==> src/rtl/flash_loader.sv <==
// rtl/flash_loader.sv - boot-time SPI flash READ burst copier into instruction RAM
module flash_loader #(
  parameter int          CLK_DIV    = 2,
  parameter int          WORDS      = 2048,
  parameter logic [23:0] FLASH_BASE = 24'h000000
) (
  input  logic        clk_i,
  input  logic        rst_ni,
  output logic        spi_sck_o,
  output logic        spi_cs_no,
  output logic        spi_mosi_o,
  input  logic        spi_miso_i,
  output logic        write_o,
  output logic [12:0] addr_o,
  output logic [31:0] data_o,
  output logic        busy_o,
  output logic        done_o
);

  typedef enum logic [2:0] {IDLE, CMD, ADDR, DATA, DONE} state_e;

  localparam logic [7:0]  DIV_LAST  = 8'(CLK_DIV - 1);
  localparam logic [10:0] LAST_WORD = 11'(WORDS - 1);
  localparam logic [12:0] LAST_ADDR = {LAST_WORD, 2'b00};
  localparam logic [7:0]  READ_CMD  = 8'h03;

  state_e      state_q, state_d;
  logic [7:0]  div_q, div_d;
  logic        sck_q, sck_d;
  logic        cs_n_q, cs_n_d;
  logic        write_q, write_d;
  logic        done_q, done_d;
  logic [4:0]  bit_q, bit_d;
  logic [31:0] tx_q, tx_d;
  logic [30:0] rx_q, rx_d;
  logic [10:0] word_q, word_d;
  logic [12:0] addr_q, addr_d;
  logic [31:0] data_q, data_d;

  logic        active;
  logic        tick;
  logic        sck_rise;
  logic        sck_fall;
  logic [31:0] rx_word;

  // SCK runs only while the transaction is open; edges are qualified by the divider tick
  assign active   = (state_q == CMD) || (state_q == ADDR) || (state_q == DATA);
  assign tick     = (div_q == DIV_LAST);
  assign sck_rise = active && tick && !sck_q;
  assign sck_fall = active && tick && sck_q;
  // Received word including the bit being sampled this cycle; first bit ends up at [31]
  assign rx_word  = {rx_q, spi_miso_i};

  // Next-state and datapath: command/address shifted out on falling edges, data sampled on rising edges
  always_comb begin
    state_d = state_q;
    div_d   = div_q;
    sck_d   = sck_q;
    cs_n_d  = cs_n_q;
    write_d = 1'b0;
    done_d  = done_q;
    bit_d   = bit_q;
    tx_d    = tx_q;
    rx_d    = rx_q;
    word_d  = word_q;
    addr_d  = addr_q;
    data_d  = data_q;

    if (active) begin
      div_d = tick ? 8'd0 : div_q + 8'd1;
      if (tick) begin
        sck_d = ~sck_q;
      end
    end

    case (state_q)
      IDLE: begin
        state_d = CMD;
        cs_n_d  = 1'b0;
        tx_d    = {READ_CMD, FLASH_BASE};
        div_d   = 8'd0;
        sck_d   = 1'b0;
        bit_d   = 5'd0;
        word_d  = 11'd0;
      end
      CMD, ADDR: begin
        if (sck_fall) begin
          tx_d  = {tx_q[30:0], 1'b0};
          bit_d = bit_q + 5'd1;
          if (bit_q == 5'd7) begin
            state_d = ADDR;
          end
          if (bit_q == 5'd31) begin
            state_d = DATA;
          end
        end
      end
      DATA: begin
        if (write_q && (addr_q == LAST_ADDR)) begin
          state_d = DONE;
          cs_n_d  = 1'b1;
          sck_d   = 1'b0;
          div_d   = 8'd0;
        end else if (sck_rise) begin
          rx_d  = rx_word[30:0];
          bit_d = bit_q + 5'd1;
          if (bit_q == 5'd31) begin
            write_d = 1'b1;
            addr_d  = {word_q, 2'b00};
            data_d  = {rx_word[7:0], rx_word[15:8], rx_word[23:16], rx_word[31:24]};
            if (word_q != LAST_WORD) begin
              word_d = word_q + 11'd1;
            end
          end
        end
      end
      DONE: begin
        cs_n_d = 1'b1;
        sck_d  = 1'b0;
        done_d = 1'b1;
      end
      default: begin
        state_d = IDLE;
      end
    endcase
  end

  // State register; reset aborts any transfer and closes the chip select at once
  always_ff @(posedge clk_i or negedge rst_ni) begin
    if (!rst_ni) begin
      state_q <= IDLE;
      div_q   <= 8'd0;
      sck_q   <= 1'b0;
      cs_n_q  <= 1'b1;
      write_q <= 1'b0;
      done_q  <= 1'b0;
      bit_q   <= 5'd0;
      tx_q    <= 32'd0;
      rx_q    <= 31'd0;
      word_q  <= 11'd0;
      addr_q  <= 13'd0;
      data_q  <= 32'd0;
    end else begin
      state_q <= state_d;
      div_q   <= div_d;
      sck_q   <= sck_d;
      cs_n_q  <= cs_n_d;
      write_q <= write_d;
      done_q  <= done_d;
      bit_q   <= bit_d;
      tx_q    <= tx_d;
      rx_q    <= rx_d;
      word_q  <= word_d;
      addr_q  <= addr_d;
      data_q  <= data_d;
    end
  end

  assign spi_sck_o  = sck_q;
  assign spi_cs_no  = cs_n_q;
  assign spi_mosi_o = ((state_q == CMD) || (state_q == ADDR)) ? tx_q[31] : 1'b0;
  assign write_o    = write_q;
  assign addr_o     = addr_q;
  assign data_o     = data_q;
  assign busy_o     = active;
  assign done_o     = done_q;

endmodule

==> config.mk <==
export PLATFORM = sky130hd
export DESIGN_NAME = flash_loader
export DESIGN_NICKNAME = d
export VERILOG_FILES = /design/src/rtl/flash_loader.sv
export SDC_FILE = /design/constraint.sdc
export NUM_CORES = 1
export LEC_CHECK = 0
export CORE_UTILIZATION = 30
export DETAILED_ROUTE_END_ITERATION = 6
export PLACE_DENSITY_LB_ADDON = 0.3
export SYNTH_ARGS = -nofsm -noshare
export SYNTH_HDL_FRONTEND = slang
export SYNTH_SLANG_ARGS = --single-unit
==> constraint.sdc <==
create_clock -name clk_i -period 3 [get_ports clk_i]
set_clock_uncertainty 0.2 [all_clocks]
set_input_delay 0.45 -clock clk_i [delete_from_list [all_inputs] [get_ports clk_i]]
set_output_delay 0.45 -clock clk_i [all_outputs]
set_load 0.01 [all_outputs]
After elaboration in Yosys (flattened, before gate mapping):

Cells that the tools add are included.

* reductions and logical operators: 21
* bitwise logic cells: 3
* add/subtract/negate cells: 3
* eq/ne operators: 16
* muxes and demuxes: 31

Operator list (count)
* 32-bit case mux with 2 select lines: 1
* 11-bit 2-to-1 mux: 4
* 32-bit 2-to-1 mux: 1
* 8-bit 2-to-1 mux: 3
* 11-bit case mux with 2 select lines: 1
* 8-bit case mux with 2 select lines: 1
* 5-bit 2-to-1 mux: 3
* 5-bit case mux with 3 select lines: 1
* 3-bit 2-to-1 mux: 4
* 3-bit case mux with 4 select lines: 1
* 4-bit AND reduction: 3
* 11-bit by 1-bit adder with 11-bit output, second input constant: 1
* 11-bit equality test, second input constant: 1
* 11-bit inequality test, second input constant: 1
* 1-bit 2-to-1 mux: 9
* 8-bit by 1-bit adder with 8-bit output, second input constant: 1
* 8-bit by 1-bit equality test with 1-bit output, second input constant: 1
* 3-bit by 2-bit equality test with 1-bit output, second input constant: 2
* 2-bit by 1-bit inequality test with 1-bit output, second input constant: 3
* 2-bit inequality test, second input constant: 3
* 3-bit nonzero test: 2
* 5-bit by 1-bit adder with 5-bit output, second input constant: 1
* 5-bit by 3-bit equality test with 1-bit output, second input constant: 1
* 5-bit equality test, second input constant: 1
* 15 further kinds: 24

* register bits after elaboration: 137
* bits of input ports: 3
* word-level logic and storage cells: 86

Depth between registers and ports, before layout:

* depth in word-level cells: 8
* mapped depth: 10

Worst setup path before layout:

No wires, ideal clock.

* path type: flip-flop to flip-flop
* start point: register div_q[1]
* end point: register rx_q[1]
* stages on the path, launching flop included: 8
* library setup time: 0.125 ns
* slack: 0.762 ns
* arrival: 1.913 ns
* path through: dfrtp_1 inv_1 ha_1 nor4b_4 nand2_2 nor4_4 buf_6 mux2_4

* cells in the longest elaborated chain, start to end: 4

Ends and longest elaborated chain
* from (decl): line 28 `logic [7:0] div_q, div_d;`
* from (signal assigned): line 145 `div_q <= div_d;`
* 8-bit by 1-bit equality test with 1-bit output: line 48 `assign tick = (div_q == DIV_LAST);`
* 1-bit logical AND (2 in series): line 49 `assign sck_rise = active && tick && !sck_q;`
* 3-bit AND reduction (no source line)
* to (signal assigned): line 152 `rx_q <= rx_d;`
* to (decl): line 35 `logic [30:0] rx_q, rx_d;`

Every way passes these cells.
A chain may end at the register's enable or synchronous reset.

Final worst setup path:

* start point: register state_q[1]
* end point: output spi_mosi_o

* cells in the longest elaborated chain, start to end: 3

Ends and longest elaborated chain
* from (decl): line 27 `state_e state_q, state_d;`
* from (signal assigned): line 144 `state_q <= state_d;`
* 3-bit by 1-bit equality test with 1-bit output or 3-bit by 2-bit equality test with 1-bit output (tied branches): line 161 `assign spi_mosi_o = ((state_q == CMD) || (state_q == ADDR)) ? tx_q[31] : 1'b0;`
* 1-bit logical OR *: line 161
* 1-bit 2-to-1 mux *: line 161
* to (decl): line 11 `output logic spi_mosi_o,`

Every way passes the cells marked *; elsewhere a longest branch is shown, timed or not.

==> flow_summary.json <==
{
  "drtAntennaViolNets": 0,
  "ys_warn_count": 0,
  "p_leak_nw": 2.982,
  "hp-class": "flop to flop",
  "drive_above_1_share": 0.1419,
  "max-cap-violations": 0,
  "initial_core_util": 0.3060,
  "wl_per_cell_um": 13.52,
  "gp_routability_congestion": 0.7889,
  "worstPathArrival_ns": 2.19,
  "endpoint_kind": "output pin",
  "yosysUniqueCellTypes": 57,
  "drt_iter0_markers": 187,
  "avgViaCountPerCell": 4.689,
  "syn_avg_cell_area_um2": 10.18,
  "synth_edf_count": 0,
  "rsz0062_at_grt": "false",
  "antennaDiodeCount": 0,
  "pin_count": 54,
  "nNetsFinal": 567,
  "grt_usage": 0.1357,
  "clkTransAtPathRegs_ns": 0.05,
  "grtUsageMet3": 0.04344,
  "cts-root-buf": "clkbuf_16",
  "dieWidth_um": 131.8,
  "critPathSlowestCell": "dfrtp_1",
  "syn_area_um2": 5057,
  "route.detailed.drc": 0,
  "hold_viol": 0,
  "dpl.hpwl_um": 7305,
  "synth_cells": 497,
  "setup_viol": 0,
  "setup.worst_path.class": "flop to output pin",
  "clock_latency_ns": 0.41,
  "grt.busiest_layer": "met2",
  "relSlewSlack": 0.5781,
  "overflow": 0,
  "crit_path_start_kind": "flop",
  "cts_tree": "yes",
  "synth_top_area_share": 0.5542,
  "finalSetupTns_ns": 0,
  "synthFlopType": "dfrtp_1",
  "max_freq_mhz": 352.0,
  "ys_seq_elements": 113,
  "cts.sinks": 113,
  "die_area_um2": 17380,
  "required_ns": 2.35,
  "core_area_um2": 16520,
  "slowest_delay_ns": 0.61,
  "port_buffers": 51,
  "cts_buffers": 17,
  "die_h_um": 131.8,
  "yosysTopAreaCell": "dfrtp_1",
  "finalCriticalPeriod_ns": 2.841,
  "worst_pin_slew_ns": 0.6329,
  "fin_crit_sh": 0.9469,
  "row_count": 47,
  "grt_util_met2": 0.2257,
  "peakVddDrop_uv": 366.2,
  "antenna_found_initial": 0,
  "grt_start_max_net_pins": 51,
  "mostFrequentLayoutCell": "nand2_1",
  "cts_buffer_depth": 2,
  "grt_pass1_wl_um": 18800,
  "maxSlewViolCount": 0,
  "cts_setup_buffers": 0,
  "cp_cell_sequence": "nor2b_1 -> nor2_1 -> nor3_1 -> clkdlybuf4s50_1",
  "p_total_mw": 3.493,
  "async_flop_share": 1.000,
  "outcome": "finished clean",
  "crit_fanout": 14,
  "grt_pass1_vias": 3894,
  "htree_levels": 4,
  "gr-usage-met1": 0.1651,
  "vias": 3709,
  "layout_common_cells": "nand2_1 (156), dfrtp_1 (112), clkdlybuf4s50_1 (50), nor2_1 (20), mux2_2 (19)",
  "p_per_area_nw_per_um2": 545.8,
  "n_fill_cell": 1600,
  "firstDrtPassIters": 5,
  "area_delta_synth_final_pct": 26.55,
  "synthTopCellsByArea": "dfrtp_1 (55%), nand2_1 (12%), mux2_2 (4.2%), mux2_4 (3.0%), nand3_1 (1.6%)",
  "wirelength_um": 10690,
  "ys_seq_area_frac": 0.5594
}
## cells by family (layout without fill, tap and decap cells)
logic type | Yosys count | in the layout | share of synthesized area
flops | 113 | 113 | 0.5594
xor+xnor | 7 | 7 | 0.01212
other cells | 1 | 2 | 0.0007415
mux | 32 | 32 | 0.07843
fa+ha+maj | 5 | 5 | 0.01237
compound gates | 63 | 63 | 0.08635
simple gates | 237 | 237 | 0.2076
buf+inv | 39 | 112 | 0.04305
## final timing paths
path,from,end,slack (ns),cells after the start
hold reg to reg,data_o[12],data_o[12],0.27,2
setup / recovery,state_q[1],spi_mosi_o,0.16,4
setup reg to reg,div_q[3],rx_q[10],0.46,5
hold / removal,data_o[12],data_o[12],0.27,2
max in group asynchronous,rst_ni,spi_cs_no,1.43,3
min in group asynchronous,rst_ni,rx_q[7],0.40,2
## through the flow
step	std cells	hold slack, ns	setup slack, ns	util	instance area (um^2)
after detailed placement	759	0.2589	0.4931	0.3520	5817
after global routing	791	0.2925	0.003840	0.3873	6400
after global placement	759	0.2501	0.5190	0.3520	5817
after CTS	791	0.2709	0.1417	0.3873	6400
final	791	0.2657	0.1593	0.3873	6400
after floorplan	498	-0.04559	0.7620	-	5061
## registers in the layout (all words and copies together), names as in the netlist
register,count
div_q,8
spi_sck_o,1
word_q,11
rx_q,31
spi_cs_no,1
data_o,32
addr_o,11
bit_q,5
write_o,1
state_q,3
done_o,1
tx_q,8
## metal layers
layer / vias to the layer above / routed length, um
met5: - / 0
met4: 0 / 126
met3: 13 / 383
met2: 61 / 5225
met1: 1818 / 4955
li1: 1817 / -
## power breakdown
| part | leakage (nW) | switching (mW) | internal [mW] |
|---|---|---|---|
| registers | 1.56 | 0 | 1.53 |
| clock network | 0.268 | 0.672 | 1.26 |
| logic | 1.16 | 0.0312 | 0.00719 |
| total | 2.98 | 0.703 | 2.79 |
## cell usage after synthesis (6+ instances only)
library cell  number
inv_1             16
nand3_1           16
nor2_1            21
o21ai_0           12
nor3_1             9
buf_2              6
a21oi_1           15
nand4_1            7
buf_6              7
mux2_4            10
mux2_2            19
a31oi_1            9
dfrtp_1          112
nand2_1          156
## cell type report
type,count,area [um^2],share of cell area
Sequential cell,113,2829,0.4420
Multi-Input combinational cell,346,2022,0.3159
Timing Repair Buffer,65,640.6,0.1001
Clock buffer,22,464.2,0.07253
Tap cell,220,275.3,0.04301
Clock inverter,9,108.9,0.01701
Inverter,16,60.06,0.009384
## critical path: cells and delay by family, from the launching register on
family,cells,cell delay [ns]
AND/OR/NAND/NOR,3,0.59
buffers and inverters,1,0.58
flip-flops,1,0.61
## timing repair
| item | in CTS | in global routing |
|---|---|---|
| resized for setup | 0 | 0 |
| hold endpoints to repair | 47 | 0 |
| hold buffers | 1 | 0 |
Note: power is estimated with default switching activity, not from simulation.
